### config.mk
export PLATFORM = sky130hd
export DESIGN_NAME = pwm_capture
export DESIGN_NICKNAME = d
export VERILOG_FILES = /design/src/rtl/pwm_pkg.sv /design/src/rtl/pwm_edge_det.sv /design/src/rtl/pwm_capture.sv
export SDC_FILE = /design/constraint.sdc
export NUM_CORES = 1
export LEC_CHECK = 0
export ABC_AREA = 1
export CAP_MARGIN = 20
export CELL_PAD_IN_SITES_DETAIL_PLACEMENT = 2
export CELL_PAD_IN_SITES_GLOBAL_PLACEMENT = 2
export CORE_MARGIN = 2
export CORE_UTILIZATION = 34
export DETAILED_ROUTE_END_ITERATION = 8
export PLACE_DENSITY = 0.89
export SYNTH_ARGS = -nofsm -noshare
export SYNTH_HDL_FRONTEND = slang
export SYNTH_SLANG_ARGS = --single-unit
### constraint.sdc
create_clock -name sys_clk -period 2.6 [get_ports sys_clk]
set_clock_uncertainty 0.1 [all_clocks]
set_input_delay 0.39 -clock sys_clk [delete_from_list [all_inputs] [get_ports sys_clk]]
set_output_delay 0.39 -clock sys_clk [all_outputs]
set_load 0.05 [all_outputs]
### src/rtl/pwm_pkg.sv
// Shared PWM definitions: capture FSM state encoding and the default counter
// width / timeout used by the PWM generator and capture blocks.
package pwm_pkg;

  typedef enum logic [1:0] {
    IDLE = 2'd0,
    ARM  = 2'd1,
    HIGH = 2'd2,
    LOW  = 2'd3
  } pwm_state_t;

  localparam int          PWM_CNT_W   = 24;
  localparam int unsigned PWM_TIMEOUT = 5_000_000;

endpackage

### src/rtl/pwm_edge_det.sv
// Synchronizes the asynchronous PWM input and detects its edges.
// Optional 3-tap majority glitch filter when PWM_CAPTURE_FILTER_EN is defined.
module pwm_edge_det #(
  parameter int SYNC_STAGES = 2
) (
  input  logic sys_clk,
  input  logic sys_rst_n,
  input  logic pwm_in,
  output logic sig_s,
  output logic rise,
  output logic fall
);

  logic [SYNC_STAGES-1:0] sync_q;
  logic                   sig_d;

  always_ff @(posedge sys_clk or negedge sys_rst_n) begin
    if (!sys_rst_n) begin
      sync_q <= '0;
    end else begin
      sync_q <= {sync_q[SYNC_STAGES-2:0], pwm_in};
    end
  end

`ifdef PWM_CAPTURE_FILTER_EN
  // Majority of the last three synchronized samples, registered: single-cycle
  // pulses and gaps never reach the edge detector, at two cycles of latency.
  logic [1:0] hist_q;
  logic       filt_q;
  logic       sync_out;

  assign sync_out = sync_q[SYNC_STAGES-1];

  always_ff @(posedge sys_clk or negedge sys_rst_n) begin
    if (!sys_rst_n) begin
      hist_q <= '0;
      filt_q <= 1'b0;
    end else begin
      hist_q <= {hist_q[0], sync_out};
      filt_q <= (sync_out & hist_q[0]) | (sync_out & hist_q[1]) | (hist_q[0] & hist_q[1]);
    end
  end

  assign sig_s = filt_q;
`else
  assign sig_s = sync_q[SYNC_STAGES-1];
`endif

  always_ff @(posedge sys_clk or negedge sys_rst_n) begin
    if (!sys_rst_n) begin
      sig_d <= 1'b0;
    end else begin
      sig_d <= sig_s;
    end
  end

  assign rise = sig_s & ~sig_d;
  assign fall = ~sig_s & sig_d;

endmodule

### src/rtl/pwm_capture.sv
// PWM capture: measures high time and period of an asynchronous PWM input and
// flags a stuck input. Build option: PWM_CAPTURE_FILTER_EN (see pwm_edge_det).
module pwm_capture
  import pwm_pkg::*;
#(
  parameter int          CNT_W       = PWM_CNT_W,
  parameter int          SYNC_STAGES = 2,
  parameter int unsigned TIMEOUT     = PWM_TIMEOUT
) (
  input  logic             sys_clk,
  input  logic             sys_rst_n,
  input  logic             pwm_in,
  input  logic             meas_en,
  output logic [CNT_W-1:0] high_cnt,
  output logic [CNT_W-1:0] period_cnt,
  output logic             meas_valid,
  output logic             stuck,
  output logic             stuck_level
);

  // Timeout fires on the cycle idle_cnt steps onto TIMEOUT.
  localparam logic [CNT_W-1:0] TIMEOUT_LAST = CNT_W'(TIMEOUT - 1);

  function automatic logic [CNT_W-1:0] sat_inc(input logic [CNT_W-1:0] v);
    return (&v) ? v : v + CNT_W'(1);
  endfunction

  logic             sig_s;
  logic             rise;
  logic             fall;
  logic             any_edge;
  logic             timeout;
  pwm_state_t       state;
  logic [CNT_W-1:0] cnt;
  logic [CNT_W-1:0] high_tmp;
  logic [CNT_W-1:0] idle_cnt;

  pwm_edge_det #(
    .SYNC_STAGES(SYNC_STAGES)
  ) u_edge_det (
    .sys_clk  (sys_clk),
    .sys_rst_n(sys_rst_n),
    .pwm_in   (pwm_in),
    .sig_s    (sig_s),
    .rise     (rise),
    .fall     (fall)
  );

  assign any_edge = rise | fall;
  assign timeout  = !any_edge && (idle_cnt == TIMEOUT_LAST) && (state != IDLE);

  always_ff @(posedge sys_clk or negedge sys_rst_n) begin
    if (!sys_rst_n) begin
      state       <= IDLE;
      cnt         <= '0;
      high_tmp    <= '0;
      idle_cnt    <= '0;
      high_cnt    <= '0;
      period_cnt  <= '0;
      meas_valid  <= 1'b0;
      stuck       <= 1'b0;
      stuck_level <= 1'b0;
    end else begin
      meas_valid <= 1'b0;
      if (!meas_en) begin
        state    <= IDLE;
        cnt      <= '0;
        high_tmp <= '0;
        idle_cnt <= '0;
        stuck    <= 1'b0;
      end else begin
        idle_cnt <= any_edge ? '0 : sat_inc(idle_cnt);
        if (any_edge) begin
          stuck <= 1'b0;
        end
        case (state)
          IDLE: state <= ARM;
          ARM: begin
            if (rise) begin
              cnt   <= CNT_W'(1);
              state <= HIGH;
            end
          end
          HIGH: begin
            cnt <= sat_inc(cnt);
            if (fall) begin
              high_tmp <= cnt;
              state    <= LOW;
            end
          end
          LOW: begin
            if (rise) begin
              high_cnt   <= high_tmp;
              period_cnt <= cnt;
              meas_valid <= 1'b1;
              cnt        <= CNT_W'(1);
              state      <= HIGH;
            end else begin
              cnt <= sat_inc(cnt);
            end
          end
          default: state <= IDLE;
        endcase
        // A timeout discards the measurement in progress but keeps the last report.
        if (timeout) begin
          stuck       <= 1'b1;
          stuck_level <= sig_s;
          cnt         <= '0;
          state       <= ARM;
        end
      end
    end
  end

endmodule

==> summary.md <==
| Metric | Value |
|---|---|
| Status | complete, no violations |
| Unrepaired setup endpoints after global routing | no |
| Fillcell total | 2,104 |
| Syn Area/Cell | 7.74 um2 |
| Crit path DAT | 2.65 ns |
| Worst R2R Setup Slack | 0.22 ns |
| Max cap viols | 0 |
| Rows | 50 |
| Setup TNS | 0 ns |
| Vias in the first global route | 6,802 |
| Worst-path fanout max | 11 |
| Hold Path End | u_edge_det.sync_q[1] |
| Yosys Warn Count | 0 |
| Die area | 0.0201 mm2 |
| DR vias/cell | 5.39 |
| R2r worst-path depth | 10 |
| Req. time, crit path | 2.87 ns |
| Antenna-violating nets left | 0 |
| I/O pins | 55 |
| NumNets Final | 909 |
| Die Y | 142 um |
| Fmax | 0.420 GHz |
| Drt first pass iters | 4 |
| Synthesized flop and latch total | 128 |
| Remaining DRCs | 0 |
| Final-report max-slew violation count | 0 |
| Num CTS Buffers | 17 |
| # diodes | 0 |
| Leading area contributor after synthesis | dfrtp_1 |
| Final min period | 2.38 ns |
| CTS clk-pin slew, worst paths | 0.06 ns |
| IO Port Bufs | 54 |
| Final core occ | 0.424 |
| Yosys cell types | 33 |
| Root Driver | clkbuf_16 |
| Cells after synthesis | 833 |
| Min-delay src | u_edge_det.sync_q[0] |
| Setup crit start kind | flop |
| Share of layout cells above drive strength 1 | 0.0846 |
| Largest net degree at the start of global routing | 97 |
| Measured slew at the worst slew-check pin | 0.658 ns |
| PD cells | 1050 mW/mm2 |
| Clk sink count | 128 |
| Core area | 0.0186 mm2 |
| Initial antenna violation count | 0 |
| Hold path depth | 0 |
| Element type at the critical path end | flop |
| VDD IR-drop max | 0.000514 V |
| Setup Buffers After CTS | 0 |
| Vias | 6,164 |
| First-pass GRT wire length | 40,600 um |
| Worst R2R Start | state[0] |
| Post-Route WL | 25,900 um |
| Post-synthesis sequential area ratio | 0.497 |
| Initial DRC Count | 398 |
| Gr ovfl total | 0 |
| Synth Net Count | 845 |
| Mapped cell area | 0.00645 mm2 |
| RR Endpoint | cnt[23] |
| Overall power | 8.31 mW |
| GRT Util Overall | 0.268 |
| Initial Utilization | 0.346 |
| RePlAce Congestion | 0.816 |
| Top post-synthesis cells by area | dfrtp_1 50%, nand2_1 15%, o21ai_0 7.4% |
| Post-DR wirelength/cell | 22.6 um |
| Fraction of synthesized cell area taken by the top area cell type | 0.497 |
| Period utilization | 0.915 |
| CTS tree | done |
| Lkg Pwr | 3.54 nW |
| Final setup viols | 0 |
| Clock Latency Late Sink | 0.44 ns |
| Clk buf depth | 2 |
| Hpwl dp | 16,100 um |
| Area growth syn-to-layout | 22.5% |
| Crit path kind | reg -> reg |
| H-tree depth | 4 |
| Final hold violation count | 0 |
| Die X | 142 um |
| Slew margin rel. | 0.561 |
| Hold Crit Class | reg -> reg |
==> power by group <==
part / total (mW) / switching (mW) / internal (mW)
sequential: 2.71 / 0.315 / 2.39
combinational: 3.05 / 2.15 / 0.902
clock: 2.56 / 0.982 / 1.58
total: 8.31 / 3.44 / 4.87
==> cells in the mapped netlist (all sizes together) <==
cell type / n
nand4: 10
clkbuf: 13
nor3: 10
or2: 5
o21ai: 107
ha: 8
o22ai: 14
nand3: 67
nand3b: 1
nor2: 78
inv: 102
buf: 13
a21oi: 2
o31ai: 2
nand2: 265
xor2: 7
clkinv: 1
dfrtp: 128
==> sequential cells by signal, summed over array words and instances (netlist names) <==
name               flops
cnt                   24
high_cnt              24
high_tmp              24
idle_cnt              24
period_cnt            24
state                  2
u_edge_det.sync_q      2
meas_valid             1
stuck                  1
stuck_level            1
u_edge_det.sig_d       1
==> area by class of cell <==
cell class	count	area (um2)	share of cell area
multi-input cells	577	2710	0.343
flip-flops and latches	128	3200	0.405
well taps	234	293	0.0370
inverters	103	387	0.0489
clock buffers	22	474	0.0600
repair buffers	70	702	0.0888
clock inverters	10	134	0.0169
==> how the worst max path moves through the flow <==
stage,from,end
5_1_grt,cnt[0],cnt[10]
2_1_floorplan,u_edge_det.sync_q[1],cnt[14]
3_5_place_dp,meas_en,cnt[9]
4_1_cts,cnt[0],cnt[10]
6_report,state[0],cnt[23]
3_3_place_gp,meas_en,cnt[4]
==> worst max-delay path, stage by stage, from the launching register on <==
cell	delay [ns]
dfrtp_1	0.43
inv_1	0.13
ha_1	0.29
inv_1	0.10
nand2_1	0.07
inv_1	0.05
nor2_1	0.19
inv_1	0.17
nor2_2	0.54
nand2_1	0.14
nand2_1	0.10
==> metal layers <==
metal / vias up / routed length, um / global-route usage
li1: 2780 / - / -
met2: 137 / 12900 / 0.450
met3: 61 / 815 / 0.0537
met4: 0 / 887 / 0.116
met5: - / 0 / 0
met1: 3186 / 11300 / 0.338
==> cell families (layout without fill, tap and decap cells) <==
logic type	Yosys count	in the layout	synth area share
adders and majority gates	8	8	0.0155
and+or+nand+nor	436	437	0.287
xor gates and xnor gates	7	7	0.00950
AOI/OAI and AO/OA	125	125	0.106
DFF	128	128	0.497
buffers and inverters	129	205	0.0855
==> cell usage in the layout (no fill, tap or decap) <==
cell type	instances
o21ai_1	7
or2_1	1
nand2_4	5
bufinv_16	3
xor2_1	7
clkinv_1	1
buf_6	1
inv_1	97
nor2_1	73
inv_2	5
nor3_1	8
o31ai_4	1
clkinv_2	4
clkdlybuf4s50_1	53
dfrtp_1	128
nor2_2	2
clkinvlp_4	2
dlygate4sd3_1	1
o22ai_1	14
nor2_4	4
or2_2	4
buf_4	12
nand2_1	258
nand3_2	1
nand2_2	2
nor3_2	2
o21ai_2	5
a21oi_1	2
clkbuf_1	2
nand4_1	10
clkinv_4	1
o31ai_1	1
o21ai_0	95
nand3b_1	1
clkbuf_16	17
clkbuf_8	3
ha_1	8
nand3_1	66
buf_12	3
==> stage by stage <==
stage | std cells | area [um2] | setup WS (ns) | hold slack (ns)
floorplan | 833 | 6450 | 0.773 | -0.00559
global placement | 1110 | 7270 | 0.0649 | 0.245
detailed placement | 1110 | 7270 | -0.149 | 0.243
CTS | 1143 | 7890 | 0.0669 | 0.256
global route | 1144 | 7910 | 0.0854 | 0.269
finish | 1144 | 7910 | 0.220 | 0.251
==> repair_timing <==
| item | CTS | global route |
|---|---|---|
| endpoints found under the setup margin | 17 | 7 |
| gates resized for setup | 1 | 1 |
| endpoints found under the hold margin | 40 | 0 |
| cloned | 0 | 1 |
| hold buffers | 1 | 0 |
| pin swaps | 0 | 1 |
(Power assumes the default switching activity.)
==> RTL change 1: new RTL, same settings <==
Re-encode `pwm_state_t` (4 states) as Gray code, 2 bits wide.
--- a/src/rtl/pwm_pkg.sv
+++ b/src/rtl/pwm_pkg.sv
@@ -4,8 +4,8 @@
 
   typedef enum logic [1:0] {
-    IDLE = 2'd0,
-    ARM  = 2'd1,
-    HIGH = 2'd2,
-    LOW  = 2'd3
+    IDLE = 2'b00,
+    ARM  = 2'b01,
+    HIGH = 2'b11,
+    LOW  = 2'b10
   } pwm_state_t;
 
Formal check against the unedited RTL: no difference found for any inputs over 10 cycles, from zero or initial values and one cycle with sys_rst_n low; not proved beyond that.
==> RTL change 1 against the original RTL <==
- sequential share of layout area shrank 0.33 points
- highest routed layer unchanged
- sequential cell count is the same
- combinational power shrank 27%
- sequential power shrank 11%
- via count grew 0.81%
- first-iteration DRC count shrank 15%
- area after synthesis grew 0.99%
- routed wire length grew 1.6%
- cell area grew 0.82%
- non-clock buffer count grew 5
- worst setup slack lost 0.071 ns
- largest cell class unchanged
- total power shrank 16%
- fmax shrank 2.9%
==> RTL change 1: results (changes against the original RTL) <==
* Non-CTS buffers at 75 (+7.1%)
* # fillers at 2,131 (+1.3%)
* Clock buf/inv share at 0.0706 (-0.00628)
* M1 wire length at 11.0 mm (-2.7%)
* Multi-Input Combinational at 599 (+3.8%)
* Met1 usage at 0.323 (-0.0150)
* CP max-delay cell: dfrtp_1
* Via count at 6,214 (+0.81%)
* Post-Synth Adder-Cell Area at 0.0173 (+0.00177)
* P_seq at 2400 uW (-11%)
* Vias in the first global route at 7,111 (+4.5%)
* Max IR drop VDD at 447 uV (-13%)
* Layout Cells excl Fill at 1,159 (+1.3%)
* Inverters at 93 (-9.7%)
* First-pass GRT wire length at 41.2 mm (+1.7%)
* Leak at 0.00389 uW (+9.9%)
* Met3 routed WL at 964 microns (+18%)
* Total Routed Length at 26.3 mm (+1.6%)
* Largest net degree at the start of global routing at 65 (-33%)
* RePlAce Congestion at 0.867 (+6.2%)
* Non-clock buffer share at 0.0928 (+0.00398)
* GRT Overall Usage at 0.270 (+0.00171)
* CLK BUF at 23 (+4.5%)
* Synth Area in XOR/XNOR at 0.00672 (-0.00278)
* Post_cts resized at 0 (-1)
* Distinct cells, synth at 39 (+18%)
* Largest cells by area after synthesis: dfrtp_1 49%, nand2_1 16%, o21ai_0 5.6%
* Comb pwr share at 0.317 (-0.050)
* Area occupied by multi-input gates at 2820 sq um (+4.0%)
* Metal2 WL at 13.6 mm (+5.6%)
* First drt pass iteration count at 5 (+1)
* Status: completed
* Fraction of layout cells with a size suffix above 1 at 0.105 (+0.0202)
* Synth Net Count at 859 (+1.7%)
* Final HPWL DP at 16.6 mm (+3.4%)
* Worst Path Arrival at 2.66 ns (about the same)
[RTL change 1: final timing paths]
| path | start | endpoint | slack (ns) |
|---|---|---|---|
| max in group asynchronous | sys_rst_n | period_cnt[22] | 1.36 |
| min | u_edge_det.sync_q[0] | u_edge_det.sync_q[1] | 0.26 |
| min in group asynchronous | sys_rst_n | idle_cnt[17] | 0.36 |
| min reg2reg | u_edge_det.sync_q[0] | u_edge_det.sync_q[1] | 0.26 |
| max | state[0] | cnt[20] | 0.15 |
| max reg2reg | state[0] | cnt[20] | 0.15 |
[RTL change 1: metrics by stage]
step	total power (uW)	setup slack (ns)	setup TNS (ns)	util	area [sq um]
final	7010	0.149	0	0.425	7970
after global placement	4450	0.376	0	0.391	7340
after detailed placement	4570	0.230	0	0.391	7340
after CTS	7030	0.0899	0	0.422	7920
after global routing	7290	-0.00444	-0.00444	0.425	7970
after floorplan	3810	0.650	0	-	6520
==> RTL change 2: new RTL, config.mk and constraints unchanged <==
Without the edit above. The option `PWM_CAPTURE_FILTER_EN` is turned on by a define.
--- a/src/rtl/pwm_edge_det.sv
+++ b/src/rtl/pwm_edge_det.sv
@@ -1,4 +1,6 @@
 // Synchronizes the asynchronous PWM input and detects its edges.
 // Optional 3-tap majority glitch filter when PWM_CAPTURE_FILTER_EN is defined.
+`define PWM_CAPTURE_FILTER_EN
+
 module pwm_edge_det #(
   parameter int SYNC_STAGES = 2
Formal check against the unedited RTL: not equivalent (a bounded check fails within 10 cycles, from zero or initial values and one cycle with sys_rst_n low).
==> RTL change 2 against the original RTL <==
- sequential cell count up 3
- utilization down 0.18 points
- cell area about the same
- total power down 0.26%
- area after synthesis up 0.19%
- routed wire length down 5.4%
- worst setup slack better by 0.11 ns
- clock power down 3%
- count of clock-buffer cells in the layout down 4
- cell count down 1.2%
- critical endpoint is now cnt[21]
- highest routed layer unchanged
==> RTL change 2: results (changes against the original RTL) <==
* Status: completed
* CP peak stage delay at 0.44 ns (-0.10 ns)
* Flop pwr share at 0.328 (+0.003)
* CP max-delay cell: dfrtp_1
* Vias in the first global route at 6,870 (+1.0%)
* Non-clock buffer share at 0.0873 (-0.00151)
* R2r setup slk at 0.33 ns (+0.11 ns)
* Register cell area after layout at 3280 sq um (+2.3%)
* Sequential fraction of the synthesis area at 0.507 (+0.0107)
* Power per Cell Area at 1050 nW/um^2 (-0.18%)
* Sink Count at 131 (+2.3%)
* Power share of the clock group at 0.301 (-0.007)
* Final nets at 895 (-1.5%)
* Rel. slew slack at 0.418 (-0.143)
* Met3 routed WL at 743 microns (-8.8%)
* Worst Path Arrival at 2.53 ns (-0.12 ns)
* Distinct cells, synth at 34 (+3.0%)
* Area occupied by multi-input gates at 2680 sq um (-1.3%)
* RePlAce Congestion at 0.847 (+3.8%)
* P_int at 4820 uW (-1.0%)
* Worst slack, placed at 0.278 ns (+0.427 ns)
* Final HPWL DP at 15.6 mm (-3.0%)
* First-pass GRT wire length at 39.4 mm (-2.8%)
* GRT Overall Usage at 0.256 (-0.0125)
* Via/cell ratio at 5.44 (+1.0%)
* Total Routed Length at 24.5 mm (-5.4%)
* Layout Cells excl Fill at 1,130 (-1.2%)
* Max IR drop VDD at 617 uV (+20%)
* Crit path from: cnt[1]
* Top post-synthesis cells by count: 242 x nand2_1, 131 x dfrtp_1, 89 x inv_1
* Clock buf/inv share at 0.0751 (-0.00184)
* Synth Net Count at 832 (-1.5%)
* Multi-Input Combinational at 565 (-2.1%)
* Sw power at 3470 uW (+0.85%)
* Largest cells by area after synthesis: dfrtp_1 51%, nand2_1 14%, nand3_1 5.4%
[RTL change 2: changes by cell type in the layout (fill, tap and decap cells not counted), moves of 4 or more]
cell     unedited run  this run
nor2_1             73        65
nand2_1           258       242
o21ai_0            95        50
inv_6               0         4
a21oi_1             2         7
inv_2               5         9
nand4_1            10        21
nand3_1            66        70
o21ai_2             5         1
o21ai_1             7        47
inv_1              97        89
[RTL change 2: worst paths after layout]
| check | endpoint | depth (start not counted) |
|---|---|---|
| max | cnt[21] | 9 |
| min | u_edge_det.sync_q[1] | 0 |
| max reg2reg | cnt[21] | 9 |
| min reg2reg | u_edge_det.sync_q[1] | 0 |
| max in group asynchronous | period_cnt[14] | 3 |
| min in group asynchronous | idle_cnt[1] | 2 |
[RTL change 2: metal layers]
metal	global-route usage	up-vias
met5	0	-
met3	0.0429	49
li1	-	2773
met4	0.108	0
met1	0.315	3190
met2	0.444	140
